==> src/rtl/i2c_target_mem.sv <==
// I2C target with a small register file: address match, pointer write, data
// write and data read with pointer auto-increment. SCL is never stretched.
module i2c_target_mem #(
    parameter int                    ADDR_WIDTH = 7,
    parameter int                    DATA_WIDTH = 8,
    parameter logic [ADDR_WIDTH-1:0] SLAVE_ADDR = 7'h22,
    parameter int                    MEM_DEPTH  = 16
) (
    input  logic                         clk_i,
    input  logic                         rst_i,
    input  logic                         scl_i,
    input  logic                         sda_i,
    output logic                         sda_o,
    output logic                         scl_o,
    output logic                         busy_o,
    output logic                         wr_valid_o,
    output logic [$clog2(MEM_DEPTH)-1:0] wr_ptr_o,
    output logic [DATA_WIDTH-1:0]        wr_data_o,
    output logic [3:0]                   dbg_state_o
);
    localparam int PTR_W = $clog2(MEM_DEPTH);
    localparam int CNT_W = $clog2(DATA_WIDTH);
    localparam logic [CNT_W-1:0] LAST_BIT = CNT_W'(DATA_WIDTH - 1);

    typedef enum logic [3:0] {
        IDLE      = 4'd0,
        ADDR      = 4'd1,
        ADDR_ACK  = 4'd2,
        PTR       = 4'd3,
        PTR_ACK   = 4'd4,
        WDATA     = 4'd5,
        WDATA_ACK = 4'd6,
        RDATA     = 4'd7,
        RDATA_ACK = 4'd8,
        WAIT_STOP = 4'd9
    } state_t;

    logic                  scl_s1_q, scl_s2_q, scl_p_q;
    logic                  sda_s1_q, sda_s2_q, sda_p_q;
    state_t                state_q, state_d;
    logic [DATA_WIDTH-1:0] sh_q, sh_d;
    logic [CNT_W-1:0]      bit_cnt_q, bit_cnt_d;
    logic [PTR_W-1:0]      ptr_q, ptr_d;
    logic                  ack_seen_q, ack_seen_d;
    logic                  mack_q, mack_d;
    logic                  sda_q, sda_d;
    logic                  busy_q, busy_d;
    logic                  wr_valid_q, wr_valid_d;
    logic [PTR_W-1:0]      wr_ptr_q, wr_ptr_d;
    logic [DATA_WIDTH-1:0] wr_data_q, wr_data_d;
    logic [DATA_WIDTH-1:0] mem_q [MEM_DEPTH];
    logic [DATA_WIDTH-1:0] mem_d [MEM_DEPTH];

    logic                  scl_rise, scl_fall, start_det, stop_det, last_bit;
    logic [DATA_WIDTH-1:0] shift_in, rd_byte;

    assign scl_rise  = scl_s2_q & ~scl_p_q;
    assign scl_fall  = ~scl_s2_q & scl_p_q;
    // Conditions need SCL high on both samples so an SCL edge is never misread.
    assign start_det = scl_s2_q & scl_p_q & ~sda_s2_q & sda_p_q;
    assign stop_det  = scl_s2_q & scl_p_q & sda_s2_q & ~sda_p_q;
    assign last_bit  = (bit_cnt_q == LAST_BIT);
    assign shift_in  = {sh_q[DATA_WIDTH-2:0], sda_s2_q};
    assign rd_byte   = mem_q[ptr_q];

    always_comb begin
        state_d    = state_q;
        sh_d       = sh_q;
        bit_cnt_d  = bit_cnt_q;
        ptr_d      = ptr_q;
        ack_seen_d = ack_seen_q;
        mack_d     = mack_q;
        sda_d      = sda_q;
        busy_d     = busy_q;
        wr_valid_d = 1'b0;
        wr_ptr_d   = wr_ptr_q;
        wr_data_d  = wr_data_q;
        mem_d      = mem_q;

        if (start_det) begin
            state_d   = ADDR;
            bit_cnt_d = '0;
            sda_d     = 1'b1;
            busy_d    = 1'b1;
        end else if (stop_det) begin
            state_d = IDLE;
            sda_d   = 1'b1;
            busy_d  = 1'b0;
        end else begin
            case (state_q)
                ADDR: if (scl_rise) begin
                    sh_d      = shift_in;
                    bit_cnt_d = bit_cnt_q + CNT_W'(1);
                    if (last_bit) begin
                        if (shift_in[ADDR_WIDTH:1] == SLAVE_ADDR) begin
                            state_d    = ADDR_ACK;
                            ack_seen_d = 1'b0;
                        end else begin
                            state_d = IDLE;
                            busy_d  = 1'b0;
                        end
                    end
                end
                ADDR_ACK: begin
                    if (scl_rise) ack_seen_d = 1'b1;
                    if (scl_fall && !ack_seen_q) begin
                        sda_d = 1'b0;
                    end else if (scl_fall) begin
                        bit_cnt_d = '0;
                        // sh_q still holds the address byte; bit 0 is R/W.
                        if (sh_q[0]) begin
                            state_d = RDATA;
                            sda_d   = rd_byte[DATA_WIDTH-1];
                            sh_d    = {rd_byte[DATA_WIDTH-2:0], 1'b0};
                        end else begin
                            state_d = PTR;
                            sda_d   = 1'b1;
                        end
                    end
                end
                PTR: if (scl_rise) begin
                    sh_d      = shift_in;
                    bit_cnt_d = bit_cnt_q + CNT_W'(1);
                    if (last_bit) begin
                        ptr_d      = shift_in[PTR_W-1:0];
                        state_d    = PTR_ACK;
                        ack_seen_d = 1'b0;
                    end
                end
                PTR_ACK, WDATA_ACK: begin
                    if (scl_rise) ack_seen_d = 1'b1;
                    if (scl_fall && !ack_seen_q) begin
                        sda_d = 1'b0;
                        if (state_q == WDATA_ACK) begin
                            mem_d[ptr_q] = sh_q;
                            wr_valid_d   = 1'b1;
                            wr_ptr_d     = ptr_q;
                            wr_data_d    = sh_q;
                            ptr_d        = ptr_q + PTR_W'(1);
                        end
                    end else if (scl_fall) begin
                        state_d   = WDATA;
                        sda_d     = 1'b1;
                        bit_cnt_d = '0;
                    end
                end
                WDATA: if (scl_rise) begin
                    sh_d      = shift_in;
                    bit_cnt_d = bit_cnt_q + CNT_W'(1);
                    if (last_bit) begin
                        state_d    = WDATA_ACK;
                        ack_seen_d = 1'b0;
                    end
                end
                RDATA: begin
                    if (scl_fall) begin
                        sda_d = sh_q[DATA_WIDTH-1];
                        sh_d  = {sh_q[DATA_WIDTH-2:0], 1'b0};
                    end
                    if (scl_rise) begin
                        bit_cnt_d = bit_cnt_q + CNT_W'(1);
                        if (last_bit) begin
                            state_d    = RDATA_ACK;
                            ack_seen_d = 1'b0;
                        end
                    end
                end
                RDATA_ACK: begin
                    if (scl_rise) begin
                        ack_seen_d = 1'b1;
                        mack_d     = sda_s2_q;
                        ptr_d      = ptr_q + PTR_W'(1);
                    end
                    if (scl_fall && !ack_seen_q) begin
                        sda_d = 1'b1;
                    end else if (scl_fall) begin
                        bit_cnt_d = '0;
                        if (!mack_q) begin
                            state_d = RDATA;
                            sda_d   = rd_byte[DATA_WIDTH-1];
                            sh_d    = {rd_byte[DATA_WIDTH-2:0], 1'b0};
                        end else begin
                            state_d = WAIT_STOP;
                            sda_d   = 1'b1;
                        end
                    end
                end
                default: ;
            endcase
        end
    end

    always_ff @(posedge clk_i or negedge rst_i) begin
        if (!rst_i) begin
            scl_s1_q   <= 1'b1;
            scl_s2_q   <= 1'b1;
            scl_p_q    <= 1'b1;
            sda_s1_q   <= 1'b1;
            sda_s2_q   <= 1'b1;
            sda_p_q    <= 1'b1;
            state_q    <= IDLE;
            sh_q       <= '0;
            bit_cnt_q  <= '0;
            ptr_q      <= '0;
            ack_seen_q <= 1'b0;
            mack_q     <= 1'b1;
            sda_q      <= 1'b1;
            busy_q     <= 1'b0;
            wr_valid_q <= 1'b0;
            wr_ptr_q   <= '0;
            wr_data_q  <= '0;
            for (int i = 0; i < MEM_DEPTH; i++) mem_q[i] <= '0;
        end else begin
            scl_s1_q   <= scl_i;
            scl_s2_q   <= scl_s1_q;
            scl_p_q    <= scl_s2_q;
            sda_s1_q   <= sda_i;
            sda_s2_q   <= sda_s1_q;
            sda_p_q    <= sda_s2_q;
            state_q    <= state_d;
            sh_q       <= sh_d;
            bit_cnt_q  <= bit_cnt_d;
            ptr_q      <= ptr_d;
            ack_seen_q <= ack_seen_d;
            mack_q     <= mack_d;
            sda_q      <= sda_d;
            busy_q     <= busy_d;
            wr_valid_q <= wr_valid_d;
            wr_ptr_q   <= wr_ptr_d;
            wr_data_q  <= wr_data_d;
            mem_q      <= mem_d;
        end
    end

    assign sda_o       = sda_q;
    assign scl_o       = 1'b1;
    assign busy_o      = busy_q;
    assign wr_valid_o  = wr_valid_q;
    assign wr_ptr_o    = wr_ptr_q;
    assign wr_data_o   = wr_data_q;
    assign dbg_state_o = state_q;
endmodule

==> config.mk <==
export PLATFORM = sky130hd
export DESIGN_NAME = i2c_target_mem
export DESIGN_NICKNAME = d
export VERILOG_FILES = /design/src/rtl/i2c_target_mem.sv
export SDC_FILE = /design/constraint.sdc
export NUM_CORES = 1
export LEC_CHECK = 0
export BUFFER_PORTS_ARGS = -buffer_cell sky130_fd_sc_hd__buf_2
export CAP_MARGIN = 15
export CORE_MARGIN = 2
export CORE_UTILIZATION = 30
export CTS_BUF_LIST = sky130_fd_sc_hd__clkbuf_8
export DETAILED_ROUTE_END_ITERATION = 8
export GPL_TIMING_DRIVEN = 1
export SKIP_LAST_GASP = 1
export SYNTH_ARGS = -nofsm -noshare
export SYNTH_HDL_FRONTEND = slang
export SYNTH_SLANG_ARGS = --single-unit
==> constraint.sdc <==
create_clock -name clk_i -period 1.9 [get_ports clk_i]
set_input_delay 0.095 -clock clk_i [delete_from_list [all_inputs] [get_ports clk_i]]
set_output_delay 0.095 -clock clk_i [all_outputs]
set_load 0.01 [all_outputs]
### Word level (Yosys, flattened, before mapping)

Index checks and enable logic that the tools add are counted.

* bits of input ports: 4
* output and inout port bits: 20
* bits in registers: 170
* word-level logic and storage cells: 208

* order comparisons: 2
* bitwise operators: 14
* equal/unequal tests: 52
* multiplexer cells: 77
* reductions and logical operators: 27
* add/subtract/negate cells: 2

Operators by type and width (count)
* 128-bit bitwise mux: 1
* 4-bit 2-to-1 mux: 22
* 8-bit 2-to-1 mux: 11
* 4-bit != test, second input constant: 15
* 8-bit binary-select mux with 4-bit select: 1
* 8-bit demux with 4-bit select: 1
* 2-bit != test, second input constant: 16
* 8-bit one-hot mux with 4 select lines: 1
* 1-bit 2-to-1 mux: 28
* 4-bit one-hot mux with 7 select lines: 1
* 3-bit 2-to-1 mux: 6
* 3-bit nonzero test: 6
* 4-bit by 3-bit == test with 1-bit output, second input constant: 4
* 5-bit != test, second input constant: 3
* 15-bit AND reduction: 1
* 5-bit AND reduction: 3
* 4-bit one-hot mux with 3 select lines: 1
* 11-bit AND reduction: 1
* 10-bit AND reduction: 1
* 9-bit AND reduction: 1
* 9-bit nonzero test: 1
* 4-bit by 2-bit == test with 1-bit output, second input constant: 2
* 2-bit by 1-bit != test with 1-bit output, second input constant: 4
* 4-bit AND reduction: 2
* other kinds (25): 41

### Longest topological paths before layout

* word-level depth: 10
* depth in mapped cells: 7
* depth with buffers taken out: 7

### Worst setup path before layout

Ideal clock, no wire load.

* path type: reg-to-reg
* start point: register ptr_q[1]
* end point: register sh_q[1]
* path slack: -160 ps
* data arrival time: 1935 ps
* buffers on the path: 2
* cell stages (with the launch flop): 8
* required time: 1775 ps
* cells stage by stage: dfrtp_1 buf_2 buf_1 mux4_2 mux2i_1 nor3_1 a221o_1 mux2_2

* cells in the longest elaborated chain, start to end: 8

Ends and longest elaborated chain
* start: declaration: RTL line 43 `logic [PTR_W-1:0] ptr_q, ptr_d;`
* start signal: assignment: RTL line 223 `ptr_q <= ptr_d;`
* 4-bit inverter with 5-bit output (not written as such) (*): RTL line 64 `assign rd_byte = mem_q[ptr_q];`
* 8-bit binary-select mux with 4-bit select (*): RTL line 64
* 8-bit 2-to-1 mux (not written as such) (*) (2 in a row): RTL line 64
* 8-bit 2-to-1 mux (on tied branches): RTL line 178, 111
* 8-bit 2-to-1 mux (on tied branches): RTL line 176, 108
* 8-bit 2-to-1 mux (on tied branches): RTL line 174, 106
* 8-bit one-hot mux with 4 select lines (*): RTL line 90 `case (state_q)`
* end signal: assignment: RTL line 202 `sh_q <= '0;`
* end signal: assignment: RTL line 221 `sh_q <= sh_d;`
* end: declaration: RTL line 41 `logic [DATA_WIDTH-1:0] sh_q, sh_d;`

Mark *: on every way between the ends. The rest lies on a longest branch, timed or not. The select of a mux whose other input is x is not followed.
A chain may end at the register's enable or synchronous reset.

### Worst setup path after layout

* start point: register ptr_q[0]
* end point: register sh_q[6]

Same word-level chain as after synthesis.

==> metrics.yaml <==
clk_latency_ns: 0.47
cts.sinks: 170
peakVddDrop_mv: 0.637
ys_seq_area_share_pct: 52.2
power_frac_seq_pct: 41.8
die-area_sq_um: 28600
layout_min_cycle_time_ns: 2.11
wl_met1_mm: 9.19
synth_area_sq_um: 8170
worstPathArrival_ns: 2.47
start_kind: "register"
final_cell_mix: "dfrtp_1, mux2_2, buf_4"
violations: "setup timing"
grt.overflow.total: 0
syn_area_per_cell_sq_um: 13.6
synth_warnings: 0
worstPathRequired_ns: 2.26
p_clk_share_pct: 27.5
cts_root_buffer: "clkbuf_8"
setup_slack_ns: -0.207
path_class: "reg -> reg"
wire_per_inst_um: 19.1
period_share_pct: 111
placementRows: 60
p_int_uw: 6260
hold_violations: 0
cts_buffers: 17
ant_nets: 0
wl_met2_mm: 9.67
leakagePower_uw: 0.00475
h-tree-depth: 4
fin_nets: 693
synth.distinct_cells: 57
io_buffers: 22
clock_skew_ns: 0.0124
drt-vias-per-instance: 5.15
post-dp-hpwl_mm: 12.8
cts_tree: "done"
initial_utilization_pct: 30.4
clk_pin_slew_ns: 0.10
swShare_pct: 35.0
total_power_uw: 9640
syn_nets: 612
gp_congestion: 0.825
grt_pass1_vias: 5464
top_level_ports: 24
wirelength_mm: 19.7
grt_pass1_wl_mm: 31.4
core_sq_um: 26900
comb_power_share_pct: 30.7
setup_viol: 131
dr_total_vias: 5340
outcome: "finished, violations left"
pre_cts_slack_ns: -0.247
setup_tns_ns: -6.89
antenna_found_initial: 0
top_layer: "met4"
hp-class: "in -> async"
area_delta_synth_final_pct: 28.4
fmax_mhz: 475
pwr_density_cell_nw_per_um2: 919
critPathCaptureType: "register"
drc: 0
die_w_um: 169
ys.flop_type: "dfrtp_1"
async_reset_ff_share_pct: 100
synth_cells: 602
drt_iter0_drc: 388
final_common_cell: "dfrtp_1"
crit_fanout: 16
max-slew-margin-rel_pct: 52.9
rsz0062_at_grt: "true"
synth_edf_count: 0
n_antenna_cell: 0
firstDrtPassIters: 5
cts.path.max_buffers: 2
grt_max_degree: 50
maxCapViolCount: 0
drive_above_1_share_pct: 56.1
wl_met3_um: 690
grt.total_usage_pct: 14.4
ys_seq_elements: 170
worst_slew_pin_slew_ns: 0.704
maxSlewViolCount: 0
die_h_um: 169
switchingPower_uw: 3380
## power groups by stage
stage,combinational (uW),sequential [uW],clock (uW)
6_report,2960,4030,2650
3_3_place_gp,2650,4090,0
4_1_cts,2850,4020,2720
2_1_floorplan,1750,3970,0
5_1_grt,3190,4060,2870
3_5_place_dp,2670,4080,0
## flip-flops by register name, summed over array words and instances (netlist names), 3 cells and up
register,flops
wr_data_o,8
sh_q,8
bit_cnt_q,3
ptr_q,4
wr_ptr_o,4
dbg_state_o,4
mem_q,128
## worst max-delay path: stages, from the launching register on
cell	delay [ns]
dfrtp_2	0.46
buf_12	0.21
mux4_2	0.52
mux2_4	0.28
a221o_1	0.28
mux2_2	0.26
## what timing repair did
| action | CTS | global route |
|---|---|---|
| pin swaps | 6 | 16 |
| resized for setup | 45 | 56 |
| cloned | 3 | 2 |
| setup endpoints to repair | 146 | 157 |
| hold buffers | 3 | 0 |
| hold endpoints to repair | 167 | 0 |
| buffers inserted | 10 | 7 |
## layout make-up
class / instances / area (sq um)
timing repair buffer: 111 / 1240
clock inverter: 13 / 158
inverter: 10 / 37.5
sequential: 170 / 4270
tap: 341 / 427
fill: 2494 / 16400
clock buffer: 18 / 248
multi-input combinational: 373 / 4110
## cell usage after synthesis, drive strengths merged, types with 3 or more instances
cell | instances | share of area (%)
clkbuf | 32 | 1.5
nand2 | 17 | 0.78
a31oi | 8 | 0.61
mux4 | 30 | 8.3
o21bai | 3 | 0.28
buf | 17 | 1.2
nand3 | 23 | 1.4
nor2 | 13 | 0.69
ha | 6 | 0.92
dfrtp | 162 | 50
a221o | 7 | 0.86
mux2i | 13 | 1.6
mux2 | 157 | 22
dfstp | 8 | 2.6
nor2b | 10 | 0.77
o22ai | 4 | 0.31
a21oi | 11 | 0.72
o21ai | 16 | 0.98
nand4 | 4 | 0.31
nor4 | 3 | 0.31
a21o | 3 | 0.28
inv | 10 | 0.46
nand2b | 4 | 0.31
nor3 | 12 | 0.73
## stage by stage
stage                     util, %  cell area [sq um]  hold slack (ns)  cells
after floorplan                 -               8300           -0.201    602
after global placement       35.0               9400           0.0393    987
after detailed placement     35.0               9400           0.0443    987
after CTS                    38.1              10200           0.0883   1034
after global routing         39.0              10500            0.119   1036
final                        39.0              10500            0.109   1036
## path summary, 6_finish.rpt
kind	cells past startpoint	slack (ns)	to	startpoint
worst min register to register	0	0.36	sda_s2_q	sda_s1_q
max in group asynchronous	3	1.14	sda_p_q	rst_i
min in group clk_i	2	0.28	scl_s1_q	scl_i
worst max register to register	5	-0.21	sh_q[6]	ptr_q[0]
worst min-delay path	2	0.11	bit_cnt_q[0]	rst_i
worst max-delay path	5	-0.21	sh_q[6]	ptr_q[0]
## logic make-up after synthesis
group / Yosys count / share of synthesized area [%]
other: 1 / 0.0459
DFF: 170 / 52.2
and+or+nand+nor: 99 / 6.58
xor gates and xnor gates: 1 / 0.107
adders and majority gates: 6 / 0.919
buffers and inverters: 59 / 3.15
muxes: 200 / 31.5
AOI/OAI and AO/OA: 66 / 5.53
## routing by layer
layer | track usage [%] | vias up
met2 | 23.8 | 94
met4 | 3.64 | 0
met5 | 0 | -
met3 | 3.34 | 15
li1 | - | 2399
met1 | 19.2 | 2832
Power figures use the tool's default switching activity.
